`config.mk`:
```
export PLATFORM = sky130hd
export DESIGN_NAME = serial_sub_recover
export DESIGN_NICKNAME = d
export VERILOG_FILES = /design/src/rtl/arith_pkg.sv /design/src/rtl/serial_sub_cell.sv /design/src/rtl/serial_sub_recover.sv
export SDC_FILE = /design/constraint.sdc
export NUM_CORES = 1
export LEC_CHECK = 0
export ABC_AREA = 1
export CELL_PAD_IN_SITES_DETAIL_PLACEMENT = 1
export CELL_PAD_IN_SITES_GLOBAL_PLACEMENT = 2
export CORE_UTILIZATION = 30
export DETAILED_ROUTE_END_ITERATION = 10
export HOLD_SLACK_MARGIN = 0.06
export PLACE_DENSITY = 0.77
export SYNTH_ARGS = -nofsm -noshare
export SYNTH_HDL_FRONTEND = slang
export SYNTH_SLANG_ARGS = --single-unit
```
`constraint.sdc`:
```
create_clock -name clk -period 1.57 [get_ports clk]
set_input_delay 0.471 -clock clk [delete_from_list [all_inputs] [get_ports clk]]
set_output_delay 0.471 -clock clk [all_outputs]
set_load 0.03 [all_outputs]
```
`src/rtl/arith_pkg.sv`:
```
// Shared definitions for the serial arithmetic test path: FSM state encoding
// and the bit-counter width helper.
package arith_pkg;

   typedef enum logic [1:0] {
      IDLE  = 2'd0,
      SHIFT = 2'd1,
      DONE  = 2'd2
   } state_t;

   // Counter must be able to hold bit indices 0..w inclusive.
   function automatic int cnt_width(input int w);
      return (w < 1) ? 1 : $clog2(w + 1);
   endfunction

endpackage

```
`src/rtl/serial_sub_cell.sv`:
```
// One-bit full subtractor: d = y - b - br_in, with borrow-out.
module serial_sub_cell (
   input  logic y_i,
   input  logic b_i,
   input  logic br_in,
   output logic d_i,
   output logic br_out
);

   assign d_i    = y_i ^ b_i ^ br_in;
   assign br_out = (~y_i & b_i) | (~(y_i ^ b_i) & br_in);

endmodule

```
`src/rtl/serial_sub_recover.sv`:
```
// Bit-serial recovery of addend a = y - b, LSB first over W+1 cycles.
// Handshakes: a transfer happens on a rising edge where valid & ready are both
// high; valid/ready never depend combinationally on the other side.
module serial_sub_recover
   import arith_pkg::*;
#(
   parameter int W = 4
) (
   input  logic         clk,
   input  logic         rst_n,
   input  logic         in_valid,
   output logic         in_ready,
   input  logic [W:0]   y,
   input  logic [W-1:0] b,
   output logic         out_valid,
   input  logic         out_ready,
   output logic [W-1:0] a,
   output logic         err
);

   localparam int CW = cnt_width(W);

   state_t        state;
   state_t        state_nx;
   logic [CW-1:0] cnt;
   logic [W:0]    y_sr;
   logic [W:0]    b_sr;
   logic [W:0]    d_sr;
   logic [W:0]    d_nx;
   logic          br;
   logic          d_i;
   logic          br_out;
   logic          last_bit;

   serial_sub_cell u_cell (
      .y_i    (y_sr[0]),
      .b_i    (b_sr[0]),
      .br_in  (br),
      .d_i    (d_i),
      .br_out (br_out)
   );

   assign d_nx      = {d_i, d_sr[W:1]};
   assign last_bit  = (cnt == CW'(W));
   assign in_ready  = (state == IDLE);
   assign out_valid = (state == DONE);

   always_ff @(posedge clk or negedge rst_n) begin
      if (!rst_n) state <= IDLE;
      else        state <= state_nx;
   end

   always_comb begin
      state_nx = state;
      case (state)
         IDLE:    if (in_valid)  state_nx = SHIFT;
         SHIFT:   if (last_bit)  state_nx = DONE;
         DONE:    if (out_ready) state_nx = IDLE;
         default: state_nx = IDLE;
      endcase
   end

   // b is zero-extended so bit W subtracts only the pending borrow.
   always_ff @(posedge clk or negedge rst_n) begin
      if (!rst_n) begin
         y_sr <= '0;
         b_sr <= '0;
         d_sr <= '0;
         br   <= 1'b0;
         cnt  <= '0;
         a    <= '0;
         err  <= 1'b0;
      end else begin
         case (state)
            IDLE: begin
               if (in_valid) begin
                  y_sr <= y;
                  b_sr <= {1'b0, b};
                  d_sr <= '0;
                  br   <= 1'b0;
                  cnt  <= '0;
               end
            end
            SHIFT: begin
               y_sr <= y_sr >> 1;
               b_sr <= b_sr >> 1;
               d_sr <= d_nx;
               br   <= br_out;
               cnt  <= cnt + 1'b1;
               if (last_bit) begin
                  a   <= d_nx[W-1:0];
                  err <= br_out | d_i;
               end
            end
            default: ;
         endcase
      end
   end

endmodule

```
==> results.toml <==
[pwr]
power_density_nw_per_um2 = 1960
irDropWorstVdd_mv = 0.673
leakage_nw = 0.798

[global_route]
antenna_found_initial = 0
grt_pass1_vias = 957
grt_overflow = 0
grt_max_degree = 25
groute.usage.overall_pct = 14.3
grt_pass1_wl_um = 4350

[clock_tree]
cts_buffers = 3
clkSlewWorstSetupHoldPaths_ps = 80
clockBufferDepth = 2
worstSkewPairLatency_ps = 270
cts_sinks = 24
root_buffer = "clkbuf_8"
htree_levels = 1
cts_tree = "done"

[placed_design]
gp_congestion = 0.760
port_buffers = 19
place_hpwl_um = 1840
dpl_worst_slack_ps = 12.9

[floorplan]
io_pins = 20
fp.coreArea_um2 = 3660
die_h_um = 64.0
start_util_pct = 31.5
rows = 22
design.die.area_um2 = 4090
die_w_um = 64.0

[hold_path]
hold_class = "reg -> reg"
holdPathStages = 2

[route]
drc = 0
ant_nets = 0
dr.pass1.iters = 4
viasPerCell = 4.43
finalWirelength_um = 2450
wl_per_cell_um = 11.6
vias = 940
drt_iter0_markers = 15

[sta]
finalMaxSlewViolations = 0
max_freq_mhz = 659
tns_ps = 0
skew_ps = 3.25
min_period_over_period_pct = 96.7
maxSlewHeadroom_pct = 79.0
period_minus_slack_ps = 1520
fin_ws_ps = 52.1
setup_viol = 0
hold_viol = 0
tightest_slew_ps = 315
rsz0062_at_grt = "false"

[synth]
syn_inst = 136
ys_ff_latch = 24
avgSynthCellArea_um2 = 8.47
synth_area_um2 = 1150
yosysWarnings = 0
synth_top_cell_by_area = "dfrtp_1"
netlist.area_leader.share_pct = 52.1
synthTopCellsByArea = "dfrtp_1 (52%), nand2_1 (16%), inv_1 (7.5%)"
seq_area_frac_synth_pct = 52.1
synth_nets = 152
ys_types = 15

[critical_path]
cpPeakStageDelay_ps = 470
cp_max_fo = 7
crit_arrival_ps = 1050
r2r_cells = 4
required_ps = 1100
worst-setup-path-type = "reg -> out"
crit_slowest_cell = "dfrtp_2"
endpoint_kind = "output port"
cp-start-kind = "register"
path_cells = "nor2_2, buf_4"

[layout]
antenna_cells = 0
final_cell_mix = "nand2_1 (49), inv_1 (23), dfrtp_1 (22)"
nets = 181
drive_gt1_share_pct = 15.2
mostFrequentLayoutCell = "nand2_1"
synthToLayoutAreaGrowth_pct = 30.4

[outcome]
status = "completed"

[run]
cap_violations = 0
-- per-layer routing --
layer | track usage, % | routed length [µm] | up-vias
li1 | - | - | 467
met1 | 16.5 | 1100 | 455
met2 | 24.7 | 1240 | 14
met3 | 2.14 | 59 | 4
met4 | 8.52 | 54 | 0
met5 | 0 | 0 | -
-- logic make-up after synthesis --
family | after synthesis | synth area share, %
AND/OR/NAND/NOR | 67 | 26.3
adder cells (fa/ha/maj) | 3 | 3.91
buffers and inverters | 26 | 9.23
flip-flops | 24 | 52.1
AO/OA/AOI/OAI | 16 | 8.47
-- state kept, by name, indices dropped and copies added, names as in the netlist --
signal / cells
a: 4
cnt: 3
state: 2
err: 1
b_sr: 4
d_sr: 4
y_sr: 5
br: 1
-- cell usage after synthesis, drive strengths merged --
| master | instances |
|---|---|
| nand2 | 52 |
| dfrtp | 24 |
| inv | 24 |
| o21ai | 15 |
| nand3 | 10 |
| nor2 | 5 |
| buf | 2 |
| ha | 2 |
| fa | 1 |
| o31ai | 1 |
-- final timing paths --
path | startpoint | endpoint | slack (ps)
worst max-delay path | state[0] | in_ready | 50
worst min-delay path | a[3] | a[3] | 480
worst max register to register | br | err | 260
worst min register to register | a[3] | a[3] | 480
max in group asynchronous | rst_n | state[0] | 750
min in group asynchronous | rst_n | a[0] | 560
-- power breakdown --
group | switching, mW | leakage (nW) | internal [mW]
registers | 0.178 | 0.302 | 0.902
clock network | 0.197 | 0.0288 | 0.224
logic | 0.888 | 0.468 | 0.562
-- stage by stage --
step           total power, mW  area (µm²)  hold slack, ps  util (%)  std cells
6_report                  2.95        1500             476      41.0        212
5_1_grt                   3.26        1500             523      41.0        212
4_1_cts                   3.01        1500             488      40.8        211
3_5_place_dp              2.60        1440             470      39.3        207
3_3_place_gp              2.52        1440             456      39.3        207
2_1_floorplan             2.05        1150             175         -        136
-- what timing repair did --
| action | in CTS | in global routing |
|---|---|---|
| setup endpoints to repair | 7 | 2 |
| hold buffers | 0 | 0 |
| gates resized for setup | 9 | 0 |
| setup buffers | 0 | 1 |
-- critical path: cells and delay by family, from the launching register on --
| family | cells | cell delay (ps) |
|---|---|---|
| flip-flops | 1 | 470 |
| buffers and inverters | 1 | 170 |
| AND/OR/NAND/NOR | 1 | 130 |
-- layout make-up --
class	count	area [µm²]
fillers	445	2160
flip-flops and latches	24	603
multi-input cells	86	448
repair buffers	26	244
inverters	24	92.6
well taps	48	60.1
clock buffers	4	55.1
No activity file was read; power rests on OpenSTA's default activity.
